==> config.mk <==
export PLATFORM = sky130hd
export DESIGN_NAME = systolic_ctrl_n
export DESIGN_NICKNAME = d
export VERILOG_FILES = /design/src/rtl/systolic_ctrl_n_pkg.sv /design/src/rtl/systolic_ctrl_n_addr_gen.sv /design/src/rtl/systolic_ctrl_n.sv
export SDC_FILE = /design/constraint.sdc
export NUM_CORES = 1
export LEC_CHECK = 0
export ABC_AREA = 1
export BUFFER_PORTS_ARGS = -buffer_cell sky130_fd_sc_hd__buf_2
export CORE_MARGIN = 1.5
export CORE_UTILIZATION = 60
export DETAILED_ROUTE_END_ITERATION = 8
export PLACE_DENSITY = 0.95
export SETUP_SLACK_MARGIN = 0.02
export SLEW_MARGIN = 10
export SYNTH_ARGS = -nofsm -noshare
export SYNTH_HDL_FRONTEND = slang
export SYNTH_SLANG_ARGS = --single-unit
export TNS_END_PERCENT = 10
==> constraint.sdc <==
create_clock -name i_clk -period 11.1 [get_ports i_clk]
set_clock_uncertainty 0.1 [all_clocks]
set_input_delay 2.22 -clock i_clk [delete_from_list [all_inputs] [get_ports i_clk]]
set_output_delay 2.22 -clock i_clk [all_outputs]
set_load 0.01 [all_outputs]
==> src/rtl/systolic_ctrl_n_pkg.sv <==
// Shared types and constants for the systolic array controller:
// FSM state encoding, end-of-program marker and padding address helper.
package systolic_ctrl_n_pkg;

    typedef enum logic [2:0] {
        S_IDLE,
        S_FETCH,
        S_WAIT,
        S_FEED,
        S_DRAIN,
        S_WRITE,
        S_DONE
    } state_t;

    localparam int KW = 5;
    localparam int CW = 6;
    localparam logic [KW-1:0] K_END = '0;

    // Address whose memory location holds zero; used to pad rows/columns.
    function automatic logic [31:0] pad_addr(input int aw);
        logic [31:0] v;
        v = '0;
        for (int i = 0; i < aw && i < 32; i++) v[i] = 1'b1;
        return v;
    endfunction

endpackage

==> src/rtl/systolic_ctrl_n_addr_gen.sv <==
// One row/column read address: base + idx*K + cnt while feeding,
// the padding location otherwise.
module sa_addr_gen
    import systolic_ctrl_n_pkg::*;
#(
    parameter int AW = 7
) (
    input  logic          i_en,
    input  logic [AW-1:0] i_base,
    input  logic [KW-1:0] i_k,
    input  logic [CW-1:0] i_cnt,
    input  logic [2:0]    i_idx,
    output logic [AW-1:0] o_addr
);

    localparam int XW = AW + 3;

    logic [XW-1:0] w_sum;
    logic [AW-1:0] w_pad;

    assign w_pad  = AW'(pad_addr(AW));
    assign w_sum  = XW'(i_base) + XW'(i_idx) * XW'(i_k) + XW'(i_cnt);
    assign o_addr = i_en ? w_sum[AW-1:0] : w_pad;

endmodule

==> src/rtl/systolic_ctrl_n.sv <==
// Program-driven controller for an N x N output-stationary systolic array:
// fetches K per job, streams operand addresses, sequences diagonal enables.
module systolic_ctrl_n
    import systolic_ctrl_n_pkg::*;
#(
    parameter int N  = 4,
    parameter int DW = 16,
    parameter int AW = 7,
    parameter int PW = 4
) (
    input  logic              i_clk,
    input  logic              i_rst,
    input  logic              i_start,
    output logic [PW-1:0]     o_instr_addr,
    input  logic [KW-1:0]     i_instr_data,
    output logic              o_rd_en,
    output logic [N*AW-1:0]   o_a_addr,
    output logic [N*AW-1:0]   o_b_addr,
    output logic [2*N-2:0]    o_pe_en,
    output logic              o_pe_clr,
    output logic              o_c_wr_en,
    output logic              o_busy,
    output logic              o_done,
    output logic              o_err
);

    localparam int XW     = AW + 3;
    localparam int STAGES = 2 * N - 1;
    localparam logic [PW-1:0] PC_MAX = '1;

    if (N < 2 || N > 8 || DW < 1) begin : g_param_chk
        $error("systolic_ctrl_n: N must be within 2..8 and DW positive");
    end

    state_t            r_state;
    logic [PW-1:0]     r_pc;
    logic [AW-1:0]     r_base;
    logic [KW-1:0]     r_k;
    logic [CW-1:0]     r_cnt;
    logic              r_rd_en;
    logic              r_c_wr_en;
    logic              r_pe_clr;
    logic              r_busy;
    logic              r_done;
    logic              r_err;
    logic [STAGES-1:0] r_vld_pipe;

    logic [AW-1:0]          w_pad;
    logic [XW-1:0]          w_nk_new;
    logic [XW-1:0]          w_nk;
    logic                   w_ovf;
    logic                   w_feed_last;
    logic                   w_drain_last;
    logic [N-1:0][AW-1:0]   w_a_addr;
    logic [N-1:0][AW-1:0]   w_b_addr;

    assign w_pad        = AW'(pad_addr(AW));
    assign w_nk_new     = XW'(N) * XW'(i_instr_data);
    assign w_nk         = XW'(N) * XW'(r_k);
    assign w_ovf        = (XW'(r_base) + w_nk_new) > XW'(w_pad);
    assign w_feed_last  = (r_cnt == CW'(r_k) - CW'(1));
    // Leaves DRAIN on the edge where cnt becomes K+2N-1: last diagonal just went low.
    assign w_drain_last = (r_cnt == CW'(r_k) + CW'(2 * N - 2));

    always_ff @(posedge i_clk) begin
        if (i_rst) begin
            r_state   <= S_IDLE;
            r_pc      <= '0;
            r_base    <= '0;
            r_k       <= '0;
            r_cnt     <= '0;
            r_rd_en   <= 1'b0;
            r_c_wr_en <= 1'b0;
            r_pe_clr  <= 1'b1;
            r_busy    <= 1'b0;
            r_done    <= 1'b0;
            r_err     <= 1'b0;
        end else begin
            r_c_wr_en <= 1'b0;
            case (r_state)
                S_IDLE, S_DONE: begin
                    if (i_start) begin
                        r_state <= S_FETCH;
                        r_pc    <= '0;
                        r_base  <= '0;
                        r_err   <= 1'b0;
                        r_busy  <= 1'b1;
                        r_done  <= 1'b0;
                    end
                end
                S_FETCH: r_state <= S_WAIT;
                S_WAIT: begin
                    if (i_instr_data == K_END) begin
                        r_state <= S_DONE;
                        r_busy  <= 1'b0;
                        r_done  <= 1'b1;
                    end else if (w_ovf) begin
                        r_err <= 1'b1;
                        if (r_pc == PC_MAX) begin
                            r_state <= S_DONE;
                            r_busy  <= 1'b0;
                            r_done  <= 1'b1;
                        end else begin
                            r_pc    <= r_pc + PW'(1);
                            r_state <= S_FETCH;
                        end
                    end else begin
                        r_k      <= i_instr_data;
                        r_cnt    <= '0;
                        r_pe_clr <= 1'b0;
                        r_rd_en  <= 1'b1;
                        r_state  <= S_FEED;
                    end
                end
                S_FEED: begin
                    r_cnt <= r_cnt + CW'(1);
                    if (w_feed_last) begin
                        r_rd_en <= 1'b0;
                        r_state <= S_DRAIN;
                    end
                end
                S_DRAIN: begin
                    r_cnt <= r_cnt + CW'(1);
                    if (w_drain_last) begin
                        r_c_wr_en <= 1'b1;
                        r_pe_clr  <= 1'b1;
                        r_state   <= S_WRITE;
                    end
                end
                S_WRITE: begin
                    r_base <= r_base + w_nk[AW-1:0];
                    if (r_pc == PC_MAX) begin
                        r_state <= S_DONE;
                        r_busy  <= 1'b0;
                        r_done  <= 1'b1;
                    end else begin
                        r_pc    <= r_pc + PW'(1);
                        r_state <= S_FETCH;
                    end
                end
                default: r_state <= S_IDLE;
            endcase
        end
    end

    // Diagonal d fires d+1 cycles after the matching read was issued.
    always_ff @(posedge i_clk) begin
        if (i_rst) r_vld_pipe <= '0;
        else       r_vld_pipe <= {r_vld_pipe[STAGES-2:0], r_rd_en};
    end

    for (genvar g = 0; g < N; g++) begin : g_lane
        sa_addr_gen #(.AW(AW)) u_a_gen (
            .i_en   (r_rd_en),
            .i_base (r_base),
            .i_k    (r_k),
            .i_cnt  (r_cnt),
            .i_idx  (3'(g)),
            .o_addr (w_a_addr[g])
        );
        sa_addr_gen #(.AW(AW)) u_b_gen (
            .i_en   (r_rd_en),
            .i_base (r_base),
            .i_k    (r_k),
            .i_cnt  (r_cnt),
            .i_idx  (3'(g)),
            .o_addr (w_b_addr[g])
        );
    end

    assign o_instr_addr = r_pc;
    assign o_rd_en      = r_rd_en;
    assign o_a_addr     = w_a_addr;
    assign o_b_addr     = w_b_addr;
    assign o_pe_en      = r_vld_pipe;
    assign o_pe_clr     = r_pe_clr;
    assign o_c_wr_en    = r_c_wr_en;
    assign o_busy       = r_busy;
    assign o_done       = r_done;
    assign o_err        = r_err;

endmodule

# ---- Yosys cells after proc, flatten, opt, wreduce, memory -nomap -nowiden
# Cells that the tools add are included.
# Widths: inputs -> output; s select.
dict set report word_totals {
  regBits 38
  in_bits 8
  output_inout_bits 73
  wordCells 109
}
dict set report classes {
  add_sub_neg 13
  mul 1
  magnitude_cmp 1
  eq_ne 16
  n_mux 43
  bitwise 3
  n_reduce_logical 20
}
# operator n
set op_table {}
lappend op_table {{$add 7x6->7} 5}
lappend op_table {{$mux 7} 5}
lappend op_table {{$mux 3} 6}
lappend op_table {{$pmux 3 s6} 1}
lappend op_table {{$mux 1} 17}
lappend op_table {{$mux 4} 4}
lappend op_table {{$reduce_and 4->1} 4}
lappend op_table {{$add 7x7->7} 2}
lappend op_table {{$pmux 7 s2} 1}
lappend op_table {{$eq 6x6->1} 2}
lappend op_table {{$mux 6} 2}
lappend op_table {{$ne 2x2->1 const B} 6}
lappend op_table {{$pmux 4 s3} 1}
lappend op_table {{$pmux 6 s2} 1}
lappend op_table {{$reduce_and 3->1} 4}
lappend op_table {{$reduce_bool 2->1} 5}
lappend op_table {{$eq 3x3->1 const B} 3}
lappend op_table {{$add 7x7->8} 1}
lappend op_table {{$gt 8x7->1 const B} 1}
lappend op_table {{$add 7x5->7} 1}
lappend op_table {{$mul 2x5->7 const A} 1}
lappend op_table {{$add 5x3->6 const B} 1}
lappend op_table {{$add 6x1->6 const B} 1}
lappend op_table {{$eq 3x2->1 const B} 2}
lappend op_table {{other kinds (13)} 20}

# ---- Logic depth before layout (Yosys ltp)
dict set report depth {
  depth_word 5
  depth_mapped 14
  ltp_nobuf 14
}

# ---- Hierarchy
# Synthesis repeated with hierarchy kept, for this count alone.
dict set report unflattened {
  cells_unflattened 1328
  area_unflattened_um2 8748.4
}
# mod instances cells_per_inst area_per_inst_um2 seq_area_each_um2
set by_module_without_submodules {}
lappend by_module_without_submodules {sa_addr_gen 8 125 818.3 0.0}
lappend by_module_without_submodules {systolic_ctrl_n 1 328 2202.1 720.7}

# ---- Worst setup path before layout
# Ideal clock, no wire load.
dict set report synth_path {
  kind {register to output}
  start {register r_k[3]}
  end {output port o_b_addr[27]}
  t_arrival_ps 3004
  required_ps 8780
  setup_slack_ps 5776
  stages_incl_launch_ff 14
  path_buffers 1
  cell_sequence {dfxtp_1 inv_1 fa_1 fa_1 inv_1 ha_1 a21oi_1 nand2_1 nand2_1 nand2_1 a21oi_1 a21oi_1 o21ai_0 buf_4}
}
dict set report synth_between {
  elab_chain_cells 4
}
# item line
set synth_lines {}
lappend synth_lines {{start, declared} systolic_ctrl_n.sv:38} ;# logic [KW-1:0] r_k;
lappend synth_lines {{start signal, assigned} systolic_ctrl_n.sv:108} ;# r_k <= i_instr_data;
lappend synth_lines {{$mul 2x5->7} n/a}
lappend synth_lines {{$add 7x7->7} n/a}
lappend synth_lines {{$add 7x6->7} n/a}
lappend synth_lines {{$mux 7} n/a}
lappend synth_lines {{end, declared} systolic_ctrl_n.sv:18} ;# output logic [N*AW-1:0] o_b_addr,
# No other way between the ends.

# ---- Worst setup path after layout
dict set report layout_path {
  start {register r_k[3]}
  end {output port o_b_addr[27]}
}
dict set report layout_between {
  elab_chain_cells 4
}
# item line
set layout_lines {}
lappend layout_lines {{$mul 2x5->7} systolic_ctrl_n_addr_gen.sv:22} ;# assign w_sum = XW'(i_base) + XW'(i_idx) * XW'(i_k) + XW'(i_cnt);
lappend layout_lines {{$add 7x7->7} systolic_ctrl_n_addr_gen.sv:22}
lappend layout_lines {{$add 7x6->7} systolic_ctrl_n_addr_gen.sv:22}
lappend layout_lines {{$mux 7} systolic_ctrl_n_addr_gen.sv:23} ;# assign o_addr = i_en ? w_sum[AW-1:0] : w_pad;
# No other way between the ends.

==> impl_metrics.json <==
{
  "antenna_found_initial": 0,
  "multi_input_area_um2": 2540,
  "rows": 28,
  "slew_viol_final": 0,
  "status": "complete, no violations",
  "fin_total_pwr_w": 0.000731,
  "gr-usage-all-layers_pct": 27.0,
  "num_vias": 3464,
  "synth.avg_cell_area_um2": 7.18,
  "gp_congestion": 0.918,
  "start_kind": "register",
  "postRouteAntennaNets": 0,
  "drtIter0Drc": 167,
  "drc_errors": 0,
  "report.final.hold_viol_count": 0,
  "path_clk_slew_ns": 0.07,
  "syn_inst": 527,
  "setup_violations": 0,
  "cts_resized": 0,
  "first_pass_iters": 4,
  "preCtsSetupSlack_ns": 5.60,
  "max_slew_margin_pct": 63.2,
  "leakagePower_nw": 2.10,
  "tns_ns": 0,
  "fin_crit_ns": 5.89,
  "critPathKind": "reg2out",
  "vias_per_cell": 5.30,
  "yosysSeqAreaShare_pct": 19.0,
  "syn_nets": 599,
  "synth_area_um2": 3780,
  "worstPathMaxFanout": 10,
  "drive_gt1_share_pct": 21.2,
  "crit_required_ns": 8.78,
  "overflow": 0,
  "dp_cells": 646,
  "layoutNonFillerInstCount": 654,
  "cts_root_buffer": "clkbuf_8",
  "fillers": 494,
  "r2r-start": "r_k[1]",
  "fin_crit_sh_pct": 53.1,
  "endpoint_kind": "primary output",
  "insertion_delay_ns": 0.29,
  "startpoint": "r_k[3]",
  "pwr_density_cell_nw_per_um2": 178,
  "cp-endpoint": "o_b_addr[27]",
  "grt_max_degree": 29,
  "die_w_um": 82.4,
  "core_um2": 5990,
  "wirelength_mm": 8.52,
  "grt_pass1_vias": 3203,
  "synthTopCellsByArea": "dfxtp_1 (19%), ha_1 (15%), nand2_1 (13%)",
  "post_cts_buffers": 0,
  "r2r_slack_ns": 8.77,
  "holdBufCountCts": 0,
  "port_buffers": 80,
  "reg2reg_depth": 12,
  "diodes": 0,
  "grt_pass1_wl_mm": 14.0,
  "hold_class": "reg2reg",
  "nets": 650,
  "seqCellArea_um2": 721,
  "pin_count": 81,
  "cts_buffer_depth": 2,
  "tightest_slew_ns": 0.551,
  "cts_buffers": 5,
  "rsz0062_at_grt": "no",
  "yosysTopAreaCell": "dfxtp_1",
  "start_util_pct": 63.2,
  "worstReg2RegEnd": "o_rd_en",
  "cp.arrival_ns": 3.57,
  "ys_warn_count": 0,
  "yosysTopAreaCellShare_pct": 19.0,
  "ir_drop_uv": 131,
  "finalWorstSetupSlack_ns": 5.21,
  "fmax_ghz": 0.170,
  "drv_cap": 0,
  "areaGrowthSynthToFinish_pct": 8.76,
  "cts_tree": "built",
  "avgRoutedWirePerCell_um": 13.0,
  "die_area_um2": 6790,
  "cts_sinks": 36,
  "ys_seq_elements": 36,
  "dp_hpwl_mm": 6.79,
  "synth_cell_types": 38,
  "htreeDepth": 2,
  "die_height_um": 82.4
}
-- stage by stage --
stage	util (%)	hold WS, ns	area [um^2]
after global routing	68.7	0.344	4120
after detailed placement	67.3	0.317	4030
after CTS	68.7	0.329	4120
final	68.7	0.327	4120
after global placement	67.3	0.301	4030
after floorplan	-	0.347	3780
-- cells in the mapped netlist --
cell      instances
xnor2_1           5
inv_4             1
nor4_1            1
a21o_1            2
clkbuf_1          5
a211oi_1          1
buf_1             1
ha_1             45
or2_2            13
nor3_1            3
nand2_2           2
o21ai_1           4
o21ai_0          11
inv_2             5
nand2_4           3
nor2_1           37
nor2_8            1
nand2_1         131
clkinv_4          1
buf_4            30
and2_1            1
nand4_4           1
dfxtp_1          36
o21a_1            4
xor2_1            8
a21oi_4           1
o21bai_1          4
nand4_1           3
inv_1            65
conb_1            2
fa_1             19
nand3_1          33
a21oi_2           1
nor2_2            2
nor2_4            5
a21boi_0          1
a21oi_1          38
o211ai_2          1
-- state kept, by name, indices dropped and copies added (netlist names) --
register	flops
o_instr_addr	4
r_cnt	6
r_base	5
o_c_wr_en	1
o_pe_en	7
o_done	1
o_rd_en	1
r_k	5
o_pe_clr	1
r_state	3
o_err	1
o_busy	1
-- placed cells by master, fill, tap and decap left out, drive strengths merged --
cell,Yosys,final
nand2,136,136
fa,19,19
o21bai,4,4
a21oi,40,40
a21boi,1,1
a21o,2,2
buf,31,80
conb,2,2
clkbuf,5,7
nor4,1,1
o21ai,15,15
xor2,8,8
and2,1,1
dfxtp,36,36
nand4,4,4
nor2,45,45
o21a,4,4
a211oi,1,1
o211ai,1,1
ha,45,45
inv,71,71
nor3,3,3
clkinv,1,2
xnor2,5,5
nand3,33,33
or2,13,13
-- how the worst min path moves through the flow --
stage               start         end  slack [ns]  depth (start not counted)
5_1_grt        o_pe_en[0]  o_pe_en[1]        0.34                          2
6_report       o_pe_en[0]  o_pe_en[1]        0.33                          2
4_1_cts        o_pe_en[0]  o_pe_en[1]        0.33                          2
3_5_place_dp   o_pe_en[4]  o_pe_en[5]        0.32                          2
3_3_place_gp   o_pe_en[1]  o_pe_en[2]        0.30                          2
2_1_floorplan  o_pe_en[0]  o_pe_en[1]        0.35                          2
-- routing by layer --
| layer | routed length, um | up-vias | track usage (%) |
|---|---|---|---|
| met5 | 0 | - | 0 |
| met4 | 175 | 0 | 11.0 |
| met3 | 398 | 18 | 3.63 |
| met2 | 4270 | 113 | 48.6 |
| met1 | 3680 | 1598 | 32.0 |
| li1 | - | 1735 | - |
-- cell type report --
class	count	area share, %
clock buffer	7	1.85
clock inverter	1	0.213
inverter	72	6.75
multi-input combinational	383	61.7
sequential	36	17.5
tap	75	2.28
timing repair buffer	80	9.73
-- power breakdown --
part / switching, W / total (W) / internal (W) / leakage [nW]
clock network: 0.0000483 / 0.0000931 / 0.0000448 / 0.0424
logic: 0.000279 / 0.000453 / 0.000174 / 1.77
registers: 0.0000360 / 0.000185 / 0.000149 / 0.292
total: 0.000363 / 0.000731 / 0.000368 / 2.10
-- cells by family after synthesis --
family	count (synthesis)	synth area share (%)
and+or+nand+nor	236	28.5
xor gates and xnor gates	13	3.01
adders and majority gates	64	24.9
buffers and inverters	108	13.9
DFF	36	19.0
AOI/OAI and AO/OA	68	10.4
other	2	0.198
-- worst max-delay path, cell delays in order, from the launching register on --
cell     delay (ns)
dfxtp_1        0.61
inv_1          0.28
fa_1           0.54
fa_1           0.51
inv_1          0.04
ha_1           0.35
a21oi_1        0.19
nand2_1        0.09
nand2_1        0.07
nand2_1        0.05
a21oi_1        0.17
a21oi_1        0.09
o21ai_0        0.12
buf_2          0.17
(Power assumes the default switching activity.)
